[config.mk]
export PLATFORM = sky130hd
export DESIGN_NAME = stopwatch_mmss_flat
export DESIGN_NICKNAME = d
export VERILOG_FILES = /design/src/rtl/stopwatch_pkg.sv /design/src/rtl/stopwatch_mmss_if.sv /design/src/rtl/bcd_digit.sv /design/src/rtl/stopwatch_mmss.sv /design/src/flat_wrapper.sv
export SDC_FILE = /design/constraint.sdc
export NUM_CORES = 1
export LEC_CHECK = 0
export CAP_MARGIN = 20
export CELL_PAD_IN_SITES_DETAIL_PLACEMENT = 0
export CELL_PAD_IN_SITES_GLOBAL_PLACEMENT = 1
export CORE_ASPECT_RATIO = 0.7
export CORE_MARGIN = 4
export CORE_UTILIZATION = 45
export DETAILED_ROUTE_END_ITERATION = 10
export PLACE_DENSITY = 0.86
export SYNTH_ARGS = -nofsm -noshare
export SYNTH_HDL_FRONTEND = slang
export SYNTH_SLANG_ARGS = --single-unit
[constraint.sdc]
create_clock -name clk -period 6.7 [get_ports clk]
set_input_delay 1.34 -clock clk [delete_from_list [all_inputs] [get_ports clk]]
set_output_delay 1.34 -clock clk [all_outputs]
set_load 0.005 [all_outputs]
[src/rtl/stopwatch_pkg.sv]
// rtl/stopwatch_pkg.sv - shared types and digit limits for the MM:SS stopwatch
package stopwatch_pkg;

  typedef enum logic [1:0] {IDLE, RUN, PAUSE} sw_state_t;

  localparam int unsigned UNIT_MAX = 9;
  localparam int unsigned TENS_MAX = 5;

  typedef logic [3:0] bcd_t;

endpackage

[src/rtl/stopwatch_mmss_if.sv]
// rtl/stopwatch_mmss_if.sv - command inputs and display outputs of the stopwatch
interface stopwatch_mmss_if;
  import stopwatch_pkg::*;

  logic start_stop;
  logic clear;
  logic lap;
  bcd_t sec_u;
  bcd_t sec_t;
  bcd_t min_u;
  bcd_t min_t;
  logic running;
  logic tick;
  logic wrap;

  modport master (
    output start_stop, clear, lap,
    input  sec_u, sec_t, min_u, min_t, running, tick, wrap
  );

  modport slave (
    input  start_stop, clear, lap,
    output sec_u, sec_t, min_u, min_t, running, tick, wrap
  );

endinterface

[src/rtl/bcd_digit.sv]
// rtl/bcd_digit.sv - one BCD counter digit that rolls over at MAX and reports a carry
module bcd_digit
  import stopwatch_pkg::*;
#(
  parameter int unsigned MAX = UNIT_MAX
) (
  input  logic clk,
  input  logic rst,
  input  logic clr,
  input  logic inc,
  output bcd_t q,
  output logic carry
);

  // Carry is purely a function of this digit being at its limit when asked to step.
  assign carry = inc && (q == bcd_t'(MAX));

  // Clear has priority over increment so a simultaneous tick is discarded.
  always_ff @(posedge clk or posedge rst) begin
    if (rst) begin
      q <= '0;
    end else if (clr) begin
      q <= '0;
    end else if (inc) begin
      q <= carry ? '0 : q + 4'd1;
    end
  end

endmodule

[src/rtl/stopwatch_mmss.sv]
// rtl/stopwatch_mmss.sv - MM:SS BCD stopwatch with start/pause/clear FSM; LAP_HOLD_EN adds lap hold
module stopwatch_mmss
  import stopwatch_pkg::*;
#(
  parameter int unsigned CLK_DIV = 50_000_000,
  parameter int unsigned PRESC_W = 26
) (
  input  logic             clk,
  input  logic             rst,
  stopwatch_mmss_if.slave  sw
);

  logic              ss_d, clr_d;
  logic              ss_edge, clr_edge;
  sw_state_t         state, state_nx;
  logic              running_q;
  logic [PRESC_W-1:0] presc;
  logic              presc_last, tick_int, wrap_int;
  logic              tick_q, wrap_q;
  bcd_t              su_q, st_q, mu_q, mt_q;
  logic              su_c, st_c, mu_c;

  assign ss_edge  = sw.start_stop & ~ss_d;
  assign clr_edge = sw.clear & ~clr_d;

  // Delay each command level by one cycle so a held level yields one edge.
  always_ff @(posedge clk or posedge rst) begin
    if (rst) begin
      ss_d  <= 1'b0;
      clr_d <= 1'b0;
    end else begin
      ss_d  <= sw.start_stop;
      clr_d <= sw.clear;
    end
  end

  // State register; running tracks the state it enters on the same edge.
  always_ff @(posedge clk or posedge rst) begin
    if (rst) begin
      state     <= IDLE;
      running_q <= 1'b0;
    end else begin
      state     <= state_nx;
      running_q <= (state_nx == RUN);
    end
  end

  // Next state: clear beats start_stop, start_stop toggles RUN and PAUSE.
  always_comb begin
    state_nx = state;
    if (clr_edge) begin
      state_nx = IDLE;
    end else if (ss_edge) begin
      case (state)
        IDLE:    state_nx = RUN;
        RUN:     state_nx = PAUSE;
        PAUSE:   state_nx = RUN;
        default: state_nx = IDLE;
      endcase
    end
  end

  assign presc_last = (presc == PRESC_W'(CLK_DIV - 1));
  assign tick_int   = (state == RUN) && presc_last;

  // Prescaler only advances in RUN, so PAUSE keeps the partial second.
  always_ff @(posedge clk or posedge rst) begin
    if (rst) begin
      presc <= '0;
    end else if (clr_edge) begin
      presc <= '0;
    end else if (state == RUN) begin
      presc <= presc_last ? '0 : presc + PRESC_W'(1);
    end
  end

  bcd_digit #(.MAX(UNIT_MAX)) u_sec_u (.clk(clk), .rst(rst), .clr(clr_edge), .inc(tick_int), .q(su_q), .carry(su_c));
  bcd_digit #(.MAX(TENS_MAX)) u_sec_t (.clk(clk), .rst(rst), .clr(clr_edge), .inc(su_c),     .q(st_q), .carry(st_c));
  bcd_digit #(.MAX(UNIT_MAX)) u_min_u (.clk(clk), .rst(rst), .clr(clr_edge), .inc(st_c),     .q(mu_q), .carry(mu_c));
  bcd_digit #(.MAX(TENS_MAX)) u_min_t (.clk(clk), .rst(rst), .clr(clr_edge), .inc(mu_c),     .q(mt_q), .carry(wrap_int));

  // Register tick and wrap so they line up with the digits they produced.
  always_ff @(posedge clk or posedge rst) begin
    if (rst) begin
      tick_q <= 1'b0;
      wrap_q <= 1'b0;
    end else begin
      tick_q <= tick_int;
      wrap_q <= wrap_int;
    end
  end

  assign sw.running = running_q;
  assign sw.tick    = tick_q;
  assign sw.wrap    = wrap_q;

`ifdef LAP_HOLD_EN
  logic lap_d;
  logic lap_edge;
  logic hold;
  bcd_t snap_su, snap_st, snap_mu, snap_mt;

  assign lap_edge = sw.lap & ~lap_d;

  // Lap edge detector.
  always_ff @(posedge clk or posedge rst) begin
    if (rst) lap_d <= 1'b0;
    else     lap_d <= sw.lap;
  end

  // Lap toggles hold only while running; entering hold freezes the live digits.
  always_ff @(posedge clk or posedge rst) begin
    if (rst) begin
      hold    <= 1'b0;
      snap_su <= '0;
      snap_st <= '0;
      snap_mu <= '0;
      snap_mt <= '0;
    end else if (clr_edge) begin
      hold <= 1'b0;
    end else if (lap_edge && (state == RUN)) begin
      hold <= ~hold;
      if (!hold) begin
        snap_su <= su_q;
        snap_st <= st_q;
        snap_mu <= mu_q;
        snap_mt <= mt_q;
      end
    end
  end

  assign sw.sec_u = hold ? snap_su : su_q;
  assign sw.sec_t = hold ? snap_st : st_q;
  assign sw.min_u = hold ? snap_mu : mu_q;
  assign sw.min_t = hold ? snap_mt : mt_q;
`else
  logic unused_lap;
  assign unused_lap = sw.lap;

  assign sw.sec_u = su_q;
  assign sw.sec_t = st_q;
  assign sw.min_u = mu_q;
  assign sw.min_t = mt_q;
`endif

endmodule

[src/flat_wrapper.sv]
// flat-port wrapper written by rule: the top's interface ports become plain ports
module stopwatch_mmss_flat import stopwatch_pkg::*;
#(
  parameter int unsigned CLK_DIV = 50_000_000,
  parameter int unsigned PRESC_W = 26
)
  (clk, rst, sw_start_stop, sw_clear, sw_lap, sw_sec_u, sw_sec_t, sw_min_u, sw_min_t, sw_running, sw_tick, sw_wrap);
  stopwatch_mmss_if sw_i ();
  input  logic clk;
  input  logic rst;
  input wire logic [$bits(sw_i.start_stop)-1:0] sw_start_stop;
  input wire logic [$bits(sw_i.clear)-1:0] sw_clear;
  input wire logic [$bits(sw_i.lap)-1:0] sw_lap;
  output wire logic [$bits(sw_i.sec_u)-1:0] sw_sec_u;
  output wire logic [$bits(sw_i.sec_t)-1:0] sw_sec_t;
  output wire logic [$bits(sw_i.min_u)-1:0] sw_min_u;
  output wire logic [$bits(sw_i.min_t)-1:0] sw_min_t;
  output wire logic [$bits(sw_i.running)-1:0] sw_running;
  output wire logic [$bits(sw_i.tick)-1:0] sw_tick;
  output wire logic [$bits(sw_i.wrap)-1:0] sw_wrap;
  assign sw_i.start_stop = sw_start_stop;
  assign sw_i.clear = sw_clear;
  assign sw_i.lap = sw_lap;
  assign sw_sec_u = sw_i.sec_u;
  assign sw_sec_t = sw_i.sec_t;
  assign sw_min_u = sw_i.min_u;
  assign sw_min_t = sw_i.min_t;
  assign sw_running = sw_i.running;
  assign sw_tick = sw_i.tick;
  assign sw_wrap = sw_i.wrap;
  stopwatch_mmss #(.CLK_DIV(CLK_DIV), .PRESC_W(PRESC_W)) u_core (.clk(clk), .rst(rst), .sw(sw_i));
endmodule
## Word-level counts from Yosys, hierarchy flattened

Cells that the tools add are included.

| operators by class | value |
|---|---|
| bitwise operators | 4 |
| eq/ne operators | 8 |
| reductions and logical operators | 12 |
| multiplexer cells | 18 |
| $add $sub $neg | 5 |

Operators with widths:

| cell | number |
|---|---|
| $mux 26 | 3 |
| $mux 4 | 12 |
| $add 26x1->26 const B | 1 |
| $eq 26x26->1 const B | 1 |
| $add 4x1->4 const B | 4 |
| $reduce_bool 2->1 | 5 |
| $eq 4x3->1 const B | 2 |
| $eq 4x4->1 const B | 2 |
| $logic_and 1x1->1 | 5 |
| $eq 2x1->1 const B | 2 |
| $mux 2 | 2 |
| $pmux 2 s2 | 1 |
| $and 1x1->1 | 2 |
| $eq 2x2->1 const B | 1 |
| $logic_not 2->1 | 1 |
| $not 1->1 | 2 |
| $reduce_or 2->1 | 1 |

| storage, ports and cells | value |
|---|---|
| word-level logic and storage cells | 58 |
| flip-flop bits (word level) | 49 |
| output and inout port bits | 19 |

## Longest topological paths before layout

| logic depth | value |
|---|---|
| word-level depth | 9 |
| mapped depth | 8 |
| depth with buffers taken out | 7 |

## Hierarchy

From an unflattened synthesis, not the netlist that was laid out.

| second synthesis, totals | value |
|---|---|
| cells, all modules | 309 |
| area, all modules | 2867.8 sq um |

Modules (own cells, without submodules):

| module | area an instance (sq um) | instances | seq. area each (sq um) | cells an instance |
|---|---|---|---|---|
| stopwatch_mmss | 1861.8 | 1 | 825.8 | 209 |
| bcd_digit (u_core.u_min_t ...) | 257.7 | 2 | 100.1 | 23 |
| bcd_digit (u_core.u_min_u ...) | 245.2 | 2 | 100.1 | 27 |

## Worst setup path before layout

Ideal clock, no wire load.

| path | value |
|---|---|
| path kind | input port to flip-flop |
| from | input sw_clear |
| to | register u_core.presc[19] |
| data required time | 6.577 ns |
| buffers on the path | 0 |
| slack | 4.295 ns |
| data arrival time | 2.283 ns |
| stages | 5 |
| cells stage by stage | nand2b_1 -> a2111oi_2 -> nand4_1 -> xor2_1 -> nor2_1 |

| on the way | value |
|---|---|
| longest elaborated chain between the ends | 2 |
| elaborated cells on any way between the ends | 3 |
| classes of those cells | mux (1); bitwise (1); reduce/logical (1) |

RTL lines:

| item | line | RTL |
|---|---|---|
| start, declared | flat_wrapper.sv:12 | `input wire logic [$bits(sw_i.clear)-1:0] sw_clear;` |
| $and 1x1->1 * | stopwatch_mmss.sv:24 | `assign clr_edge = sw.clear & ~clr_d;` |
| $mux 26 / $reduce_bool 2->1 (equally long branches) | n/a |  |
| end signal, assigned | stopwatch_mmss.sv:73 | `presc <= presc_last ? '0 : presc + PRESC_W'(1);` |
| end, declared | stopwatch_mmss.sv:17 | `logic [PRESC_W-1:0] presc;` |

Every way passes the cells marked *; elsewhere a longest branch is shown, timed or not.
A chain may end at the register's enable or synchronous reset.

## Worst setup path in the final report

Same ends and word-level chain as after synthesis.

==> impl_metrics.ini <==
[yosys]
async_flop_share = 1.00
syn_area_per_cell_um2 = 9.44
seq_area_frac_synth = 0.453
synth_flop_cell = dfrtp_1
synth_edf_count = 0
synth_cell_types = 47
synth_area_mm2 = 0.00271
ys_seq_elements = 49
synth_cells = 287
syn-num-nets = 301
yosys_warnings = 0

[detailed_routing]
drt_first_pass_iters = 4
first_iter_violations = 109
remaining_drc_errors = 0
wl_mm = 5.93
wl_per_cell_um = 15.3
num_vias = 2172
viasPerCell = 5.61
postRouteAntennaNets = 0

[placed_design]
portBuffers = 22
gp_congestion = 0.821
pre_cts_slack_ns = 3.36
hpwl_mm = 4.13

[status]
status = finished, final reports clean

[floorplan]
die_w_um = 101
ioPinCount = 24
core_area_mm2 = 0.00578
initial_utilization = 0.468
core.rowCount = 23
die-area_mm2 = 0.00735
dieHeight_um = 72.9

[worst_hold_path]
worstHoldPathType = register to register

[sta]
tns_ns = 0
skew_ns = 0.00543
slew_headroom = 0.525
max_slew.worst_pin.slew_ns = 0.712
min_period_ns = 3.02
worst_slack_ns = 3.68
post-route-period-util = 0.451
timing.final.hold_violations = 0
rsz0062_at_grt = no
slew_viol_final = 0
max_freq_ghz = 0.331
setup_viol = 0

[layout]
seq_area_mm2 = 0.00123
nets = 325
syn_to_final_growth_pct = 14.5
multi_input_comb_area_mm2 = 0.00139
drive_gt1_frac = 0.0769
num_antenna_cells = 0
fillers = 535

[clock_tree]
postCtsHoldBufs = 0
cts.sinks = 49
clk_path_buf_depth = 2
cts_resized = 0
cts.clk_slew.worst_paths_ns = 0.09
h-tree-depth = 2
root_buffer = clkbuf_8
post_cts_buffers = 0
clkLatencyLatePin_ns = 0.30
cts_tree = yes
cts_made_buffers = 5

[critical_path]
critPathRequiredTime_ns = 6.86
cp-start-kind = input pin
cp.arrival_ns = 3.18
cp-end-kind = register
path_max_fanout = 22
critPathKind = input pin to register

[global_route]
globalRouteOverflowTotal = 0
grt_pass1_vias = 1970
antenna_found_initial = 0
grt_pass1_wl_mm = 10.1
grt_max_degree = 50
track_usage = 0.174

[power]
vdd_ir_drop_max_uv = 138
p_per_area_mw_per_mm2 = 187
p_leak_nw = 1.28

[job]
maxCapViolations = 0
## metrics by stage
step | total power, mW | util | area (um^2) | cells | hold WS (ns)
5_1_grt | 0.611 | 0.536 | 3100 | 387 | 0.586
3_5_place_dp | 0.396 | 0.515 | 2980 | 378 | 0.551
2_1_floorplan | 0.376 | - | 2710 | 287 | 0.518
3_3_place_gp | 0.395 | 0.515 | 2980 | 378 | 0.545
6_report | 0.581 | 0.536 | 3100 | 387 | 0.565
4_1_cts | 0.588 | 0.533 | 3080 | 386 | 0.568
## worst paths after layout
| check | from | endpoint | cells past startpoint | slack (ns) |
|---|---|---|---|---|
| worst min-delay path | u_core.presc[1] | u_core.presc[1] | 2 | 0.56 |
| max in group asynchronous | rst | u_core.presc[16] | 3 | 4.88 |
| worst max-delay path | sw_clear | u_core.presc[19] | 7 | 3.68 |
| worst max register to register | u_core.presc[7] | u_core.u_sec_t.q[3] | 5 | 4.17 |
| min in group asynchronous | rst | u_core.u_min_t.q[1] | 2 | 1.32 |
| worst min register to register | u_core.presc[1] | u_core.presc[1] | 2 | 0.56 |
## placed cells by master, fill, tap and decap left out, types with 7 or more instances in the layout
cell type	synthesis	routed
a21oi_1	15	15
clkbuf_8	1	7
clkdlybuf4s50_1	0	22
dfrtp_1	49	49
ha_1	9	9
inv_1	9	8
nand2_1	29	29
nand3_1	17	17
nand4_1	19	19
nor2_1	31	31
nor3_1	13	13
o21ai_0	13	13
or3_1	8	8
xor2_1	16	16
## synth_stat cells, types with 3 or more instances
cell | count | area share
or3_1 | 8 | 0.018
inv_1 | 9 | 0.012
nand2_1 | 29 | 0.040
nand3_1 | 17 | 0.031
nor2_1 | 31 | 0.043
dfrtp_1 | 49 | 0.45
xor2_1 | 16 | 0.052
and4_1 | 3 | 0.0097
nand4_1 | 19 | 0.044
mux2i_1 | 6 | 0.022
o21ai_0 | 13 | 0.024
clkbuf_1 | 4 | 0.0055
or4_1 | 5 | 0.014
nor3_1 | 13 | 0.024
ha_1 | 9 | 0.042
a21oi_1 | 15 | 0.028
## sequential cells by signal (all words and copies together), names as in the netlist
name and flops:
u_core.sw.tick 1, u_core.u_min_t.q 4, u_core.sw.running 1, u_core.state 2, u_core.u_sec_u.q 4, u_core.u_sec_t.q 4
u_core.u_min_u.q 4, u_core.sw.wrap 1, u_core.ss_d 1, u_core.clr_d 1, u_core.presc 26
## routing by layer
layer | up-vias | global-route usage | routed length [um]
met5 | - | 0 | 0
met4 | 0 | 0.0404 | 46
met3 | 5 | 0.0344 | 259
met2 | 39 | 0.232 | 2380
met1 | 1042 | 0.284 | 3240
li1 | 1086 | - | -
## worst max-delay path: stages
cell and delay, ns:
clkdlybuf4s50_1 0.49, nand2b_1 0.07, buf_4 0.21, a2111oi_2 0.66
nand4_1 0.19, xor2_1 0.16, nor2_1 0.05
## where the power goes
| group | total (mW) | switching (mW) | internal [mW] | leakage, nW |
|---|---|---|---|---|
| combinational | 0.0671 | 0.0415 | 0.0256 | 0.560 |
| sequential | 0.325 | 0.0149 | 0.310 | 0.668 |
| clock | 0.189 | 0.0955 | 0.0934 | 0.0542 |
## cell type report
type | count | area share
well taps | 75 | 0.0302
clock buffers | 7 | 0.0310
multi-input cells | 221 | 0.449
flip-flops and latches | 49 | 0.395
inverters | 9 | 0.0109
repair buffers | 25 | 0.0823
clock inverters | 1 | 0.00161
## logic make-up (layout without fill, tap and decap cells)
family / Yosys count / in the layout / synth area share
XOR/XNOR: 17 / 17 / 0.0550
multiplexers: 6 / 6 / 0.0222
buffers and inverters: 17 / 42 / 0.0333
adder cells (fa/ha/maj): 9 / 9 / 0.0416
flip-flops: 49 / 49 / 0.453
AO/OA/AOI/OAI: 38 / 38 / 0.0818
AND/OR/NAND/NOR: 151 / 151 / 0.314
(Power assumes the default switching activity.)
